### src/rtl/hex_display_scheduler.sv
// Round-robin display scheduler: shares the six HEX digits between N_REQ sources
// with a minimum hold time, early rotation on next_pulse, and fully registered outputs.
module hex_display_scheduler #(
    parameter int N_REQ       = 4,
    parameter int HOLD_CYCLES = 25_000_000
) (
    input  logic                  SI_ClkIn,
    input  logic                  SI_Reset_N,
    input  logic [N_REQ-1:0]      req,
    input  logic [24*N_REQ-1:0]   data,
    input  logic                  next_pulse,
    output logic [N_REQ-1:0]      grant,
    output logic [23:0]           disp_value,
    output logic                  blank
);

    localparam int CW = $clog2(HOLD_CYCLES + 1);
    localparam int IW = $clog2(N_REQ);

    typedef enum logic [0:0] {
        ST_IDLE = 1'b0,
        ST_HOLD = 1'b1
    } state_t;

    state_t          state_r, state_nx;
    logic [IW-1:0]   g_r, g_nx;
    logic [IW-1:0]   lp_r, lp_nx;
    logic [CW-1:0]   cnt_r, cnt_nx;
    logic [N_REQ-1:0] grant_r, grant_nx;
    logic [23:0]     disp_r;
    logic            blank_r;
    logic [IW:0]     search_s;
    logic            hit_s;
    logic [IW-1:0]   sel_s;
    logic            take_s;

    // Returns {hit, index}: first requester after 'last', optionally skipping 'own'.
    function automatic logic [IW:0] rr_search(
        input logic [N_REQ-1:0] r,
        input logic [IW-1:0]    last,
        input logic [IW-1:0]    own,
        input logic             excl
    );
        logic          hit;
        logic [IW-1:0] sel;
        int            idx;
        hit = 1'b0;
        sel = {IW{1'b0}};
        for (int k = 1; k <= N_REQ; k++) begin
            idx = (int'(last) + k) % N_REQ;
            if (!hit && r[idx] && !(excl && (IW'(idx) == own))) begin
                hit = 1'b1;
                sel = IW'(idx);
            end else begin
                hit = hit;
            end
        end
        return {hit, sel};
    endfunction

    // Next-state logic: withdrawal first, then next_pulse/expiry rotation, else count down.
    always_comb begin
        search_s = rr_search(req, lp_r, g_r, state_r == ST_HOLD);
        hit_s    = search_s[IW];
        sel_s    = search_s[IW-1:0];
        state_nx = state_r;
        g_nx     = g_r;
        lp_nx    = lp_r;
        cnt_nx   = cnt_r;
        take_s   = 1'b0;
        case (state_r)
            ST_IDLE: begin
                if (hit_s) take_s = 1'b1;
                else       state_nx = ST_IDLE;
            end
            ST_HOLD: begin
                if (!req[g_r]) begin
                    if (hit_s) take_s = 1'b1;
                    else       state_nx = ST_IDLE;
                end else if ((next_pulse || (cnt_r == {CW{1'b0}})) && hit_s) begin
                    take_s = 1'b1;
                end else if (cnt_r != {CW{1'b0}}) begin
                    cnt_nx = cnt_r - CW'(1);
                end else begin
                    cnt_nx = cnt_r;
                end
            end
            default: state_nx = ST_IDLE;
        endcase
        if (take_s) begin
            state_nx = ST_HOLD;
            g_nx     = sel_s;
            lp_nx    = sel_s;
            cnt_nx   = CW'(HOLD_CYCLES - 1);
        end else begin
            g_nx = g_nx;
        end
        if (state_nx == ST_HOLD) grant_nx = {{(N_REQ-1){1'b0}}, 1'b1} << g_nx;
        else                     grant_nx = {N_REQ{1'b0}};
    end

    // Arbitration state registers; lp resets to the top index so source 0 wins first.
    always_ff @(posedge SI_ClkIn or negedge SI_Reset_N) begin
        if (!SI_Reset_N) begin
            state_r <= ST_IDLE;
            g_r     <= {IW{1'b0}};
            lp_r    <= IW'(N_REQ - 1);
            cnt_r   <= {CW{1'b0}};
        end else begin
            state_r <= state_nx;
            g_r     <= g_nx;
            lp_r    <= lp_nx;
            cnt_r   <= cnt_nx;
        end
    end

    // Output registers; the display tracks the next owner's live data and freezes while idle.
    always_ff @(posedge SI_ClkIn or negedge SI_Reset_N) begin
        if (!SI_Reset_N) begin
            grant_r <= {N_REQ{1'b0}};
            blank_r <= 1'b1;
            disp_r  <= 24'h000000;
        end else begin
            grant_r <= grant_nx;
            blank_r <= (state_nx != ST_HOLD);
            if (state_nx == ST_HOLD) disp_r <= data[24*g_nx +: 24];
            else                     disp_r <= disp_r;
        end
    end

    assign grant      = grant_r;
    assign blank      = blank_r;
    assign disp_value = disp_r;

endmodule

### config.mk
export PLATFORM = sky130hd
export DESIGN_NAME = hex_display_scheduler
export DESIGN_NICKNAME = d
export VERILOG_FILES = /design/src/rtl/hex_display_scheduler.sv
export SDC_FILE = /design/constraint.sdc
export NUM_CORES = 1
export LEC_CHECK = 0
export ABC_AREA = 1
export CORE_MARGIN = 3
export CORE_UTILIZATION = 28
export CTS_CLUSTER_DIAMETER = 200
export DETAILED_ROUTE_END_ITERATION = 8
export HOLD_SLACK_MARGIN = 0.1
export PLACE_DENSITY = 0.5
export SLEW_MARGIN = 20
export SYNTH_ARGS = -nofsm -noshare
export SYNTH_HDL_FRONTEND = slang
export SYNTH_SLANG_ARGS = --single-unit
### constraint.sdc
create_clock -name SI_ClkIn -period 5.1 [get_ports SI_ClkIn]
set_input_delay 1.02 -clock SI_ClkIn [delete_from_list [all_inputs] [get_ports SI_ClkIn]]
set_output_delay 1.02 -clock SI_ClkIn [all_outputs]
set_load 0.03 [all_outputs]
Yosys cells after proc, flatten, opt, wreduce, memory -nomap -nowiden
Index checks and enable logic that the tools add are counted.

Bits in registers: 59. Input bits: 103. Output and inout bits: 29. Word-level logic and storage cells: 97.

Add/subtract/negate cells: 5. Multiply operators: 1. Magnitude comparators: 5. Eq/ne operators: 5. Shifts and indexed selects: 2. Multiplexer cells: 36. Bitwise gates (word level): 6. Reduce and logical (&&, ||, !) cells: 30.

Operator list (count): $mux 25 (5); $shiftx 96x8->24 (1); $logic_not 25->1 (1); $reduce_bool 25->1 (1); $sub 25x1->25 const B (1); $mux 1 (18); $lt 3x4->1 const B (4); $logic_and 1x1->1 (12); $bmux 1 s2 (5); $mux 2 (5); $eq 2x2->1 (4); $reduce_or 2->1 (4); $logic_not 1->1 (7); $reduce_bool 2->1 (3); $add 2x1->2 const B (2); $add 2x2->2 const B (2); $and 1x1->1 const A (4); $mul 2x2->4 const A (1); $mux 4 (1); $pmux 1 s2 (2); $reduce_and 4->1 (1); $shl 1x2->4 const A (1); $lt 2x3->1 const B (1); $ne 2x2->1 const B (1); 2 further kinds (3).

Logic depth before layout (Yosys ltp)
Depth in word-level cells: 27. Gate-level depth with buffers: 20. Mapped depth without buffers: 18.

Worst setup path after synthesis
OpenSTA, ideal clock, no wires.

Path kind: in2reg. Start point: input port req[1]. End point: register disp_r[2], in the netlist disp_value[2]. Setup time: 118 ps. Arrival time: 2379 ps. Required time: 4982 ps. Path slack: 2604 ps. Stages: 17. Buffers on the path: 2. Cells stage by stage: inv_1 o21ai_0 nand2_1 nand2_1 nand2_2 nand3_2 nor2_2 nor2_4 nand2_2 buf_4 buf_4 nand3_1 nand2_1 nand2_1 nand2_1 nand2_1 nand2_1.

Word-level cells in the longest chain between the ends: 24. Elaborated cells on any way between the ends: 43. Those cells by class: mul (1); shift (1); mux (30); reduce/logical (11).

Ends and longest elaborated chain: start: declaration (RTL line 9) `input logic [N_REQ-1:0] req,`; $bmux 1 s2 (RTL line 51) `if (!hit && r[idx] && !(excl && (IW'(idx) == own))) begin`; $mux 1 (implied by the code) (2 in a row) (RTL line 51); $logic_and 1x1->1 (RTL line 51); $mux 1 (RTL line 51); $logic_not 1->1 (RTL line 51); $logic_and 1x1->1 (2 in a row) (RTL line 51); $mux 1 (RTL line 51); $logic_not 1->1 (RTL line 51); (+6 left out); $mux 1 (RTL line 51); $logic_and 1x1->1 (RTL line 80) `end else if ((next_pulse || (cnt_r == {CW{1'b0}})) && hit_s) begin`; $mux 1 (RTL line 80); $mux 1 (RTL line 77) `if (!req[g_r]) begin`; $pmux 1 s2 (RTL line 71) `case (state_r)`; $mux 2 (RTL line 90) `if (take_s) begin`; $mul 2x2->4 (RTL line 126) `if (state_nx == ST_HOLD) disp_r <= data[24*g_nx +: 24];`; $shiftx 96x8->24 (RTL line 126); end signal: assignment (RTL line 126); end signal: assignment (RTL line 127) `else disp_r <= disp_r;`; end: declaration (RTL line 30) `logic [23:0] disp_r;`.

Several ways; a longest one is shown, not always the timed one. The select of a mux whose other input is x is not followed. A chain may end at the register's enable or synchronous reset.

Worst setup path after layout
Start point: input port req[0]. End point: register disp_r[5], in the netlist disp_value[5].

Same word-level chain as after synthesis.

==> results.md <==
- Status: finished, final reports clean
- Row count: 44
- Pwr dens: approximately 850 nW/um^2
- Count of cell types in the netlist: 31
- Total Wirelength: approximately 14000 um
- DR vias/cell: between 4 and 5
- Final nets: ~900
- Top-level port count: 132
- CTS Hold Bufs: 0
- Clock Tree Buf Depth: 2
- Cts repair resizes: 0
- Worst-path fanout max: 24
- Total global-route track usage: 0.180
- Die area: between 15000 and 20000 um^2
- CTS buffer count: 9
- TritonRoute pass-1 iters: 4
- Crit path capture type: flop
- Die Ht: ~130 um
- Min-Delay Endpoint: disp_value[12]
- Starting Density: 0.289
- RR Endpoint: disp_value[5]
- TritonCTS Sinks: 59
- Max IR drop VDD: approximately 420 uV
- CTS root buf: clkbuf_16
- Fmax: about 270 MHz
- Synth Instances: 667
- WP data required: around 5.3 ns
- Sequential fraction of the synthesis area: 0.349
- Vias in the first global route: 4794
- Starting DRT DRC Count: roughly 270
- Synth area leader: dfrtp_1
- Final worst slack: about 1.4 ns
- Fin Clk Skew: around 0.010 ns
- Port Buf Inserts: 131
- H-tree Lvls: 3
- Wire per inst: 14.9 um
- Leak: between 0.002 and 0.003 uW
- Initial antenna violation count: 0
- Crit path kind: in -> reg
- Count of pins over their slew limit: 0
- Setup violators final: 0
- Reg2reg path depth: 15
- Hold path cells: 2
- Pre-CTS setup slack: between 0.9 and 1 ns
- Critical R2R Launch: lp_r[0]
- HPWL after DPL: 10700 um
- Grt total ovfl: 0
- YS warnings: 0
- Layout cells sized above 1: 0.0546
- Worst Tran Pin Value: between 0.9 and 1 ns
- Syn avg cell area: about 6.4 um^2
- Clock transition at the registers of the reported paths: 0.05 ns
- Detail Route Antenna Nets: 0
- Inserted Diodes: 0
- Fin crit period: 3.74 ns
- GPL Wtd Cong: approximately 0.88
- TritonCTS clock tree: yes
- Synth top area cells: dfrtp_1 (33%), nand2_1 (26%), nand3_1 (12%)
- Hold crit path type: reg -> reg
- Hold Slack: between 0.4 and 0.5 ns
- Worst setup path startpoint: req[0]
- Post-CTS setup buffer count: 0
- Post-synth top area share: 0.331
- RSZ-0062 raised after global routing: no
- Largest net degree at the start of global routing: 60
- Final Util: 0.405
- Min-delay src: disp_value[12]
- Worst Setup Start Kind: input port
- Fillcell total: between 1500 and 2000
- R2R setup slack: approximately 1.6 ns
- Post-Syn Nets: roughly 770
- Tcrit/Tclk final: 0.733
- Fin cells: roughly 1000
- Synthesis-to-layout area growth: 40.0%
- Mapped cell area: approximately 4200 um^2
- Clock latency on the worst-skew pair: ~0.33 ns
- DRC Markers: 0
- Core Box Area: 14600 um^2
- Placed insts: about 960
- Max_cap viols: 0
- Vias: approximately 4700
- WP data arrival: 3.95 ns
- Fin. Hold Viols: 0
- First-pass GRT wire length: roughly 24000 um
- #FFs+latches synth: 59
- Setup TNS: 0 ns
- Die width: 129 um
- Max-slew headroom: 0.364
critical path, stage by stage:
cell and delay (ns):
clkdlybuf4s50_1 0.46, nand2_1 0.09, o21ai_0 0.08, nand2_1 0.07
nand2_1 0.06, nand2_2 0.13, nand3_2 0.11, o21ai_2 0.52
nand2_1 0.75, nand3_1 0.31, nand2_1 0.09, nand2_1 0.08
nand2_1 0.07, nand2_1 0.06, nand2_1 0.05
layer usage:
metal / vias to the layer above / global-route usage / wire length [um]
li1: 2374 / - / -
met1: 2159 / 0.221 / 6290
met2: 155 / 0.304 / 6830
met3: 21 / 0.0519 / 1100
met4: 0 / 0.0618 / 268
met5: - / 0 / 0
power by group:
part           switching [uW]  leakage, uW  internal, uW  total [uW]
clock network             206     0.000150           418         625
registers                 118     0.000674           676         793
logic                    2450      0.00203          1150        3600
flip-flops by register name, indices dropped and copies added, names as in the netlist:
register and cells:
blank 1, cnt_r 25, disp_value 24, g_r 2, grant 4, lp_r 2, state_r 1
Yosys cell counts:
library cell  count
dfstp_2           3
nand3b_1          2
o21ai_0          27
nor4_1            7
nand3_2           2
nor2_4            2
nor3_1            9
o31ai_1           5
buf_4             8
buf_6             3
nand2_1         298
a21oi_4           1
nand2_2           3
nor2_1           39
a31oi_1           1
a21oi_1          11
o21ai_2           2
inv_2             3
xor2_1           12
dfrtp_1          56
ha_1              1
inv_4             1
nand4_1           6
nand3_1         100
buf_2            16
inv_1            33
nor2_2            5
clkbuf_1          7
o21ai_1           1
xnor2_1           2
nor3b_1           1
how the worst max path moves through the flow:
stage                    endpoint  slack (ns)  cells past startpoint
floorplan           disp_value[2]        2.60                     17
global placement    disp_value[5]        1.02                     15
detailed placement  disp_value[5]        0.97                     15
CTS                 disp_value[5]        1.34                     15
global route        disp_value[5]        1.06                     15
finish              disp_value[5]        1.36                     15
cells in the final DEF (no fill, tap or decap), types with 5 or more instances in the layout:
master / count
nand3_1: 100
a21oi_1: 11
o31ai_1: 5
buf_4: 7
nor2_1: 39
nand4_1: 6
clkbuf_16: 9
nor4_1: 7
nor3_1: 9
nor2_2: 5
xor2_1: 12
o21ai_0: 27
clkdlybuf4s50_1: 130
dfrtp_1: 56
inv_1: 33
nand2_1: 298
metrics by stage:
| stage | total power [uW] | cell area [um^2] |
|---|---|---|
| 4_1_cts | 5080 | 5930 |
| 3_3_place_gp | 4400 | 5630 |
| 2_1_floorplan | 3580 | 4240 |
| 6_report | 5020 | 5930 |
| 5_1_grt | 5600 | 5930 |
| 3_5_place_dp | 4440 | 5630 |
cell families after synthesis:
group           count (synthesis)  synth area share
flops                          59             0.349
fa+ha+maj                       1           0.00295
xor+xnor                       14            0.0289
simple gates                  474             0.474
buf+inv                        71            0.0806
compound gates                 48            0.0644
layout make-up:
cell class,count,area [um^2],share of cell area
sequential,59,1480,0.249
clock inverter,1,30.0,0.00506
multi-input combinational,537,2410,0.407
timing repair buffer,138,1360,0.229
tap,184,230,0.0388
inverter,37,141,0.0238
clock buffer,15,278,0.0468
Power figures use the tool's default switching activity.
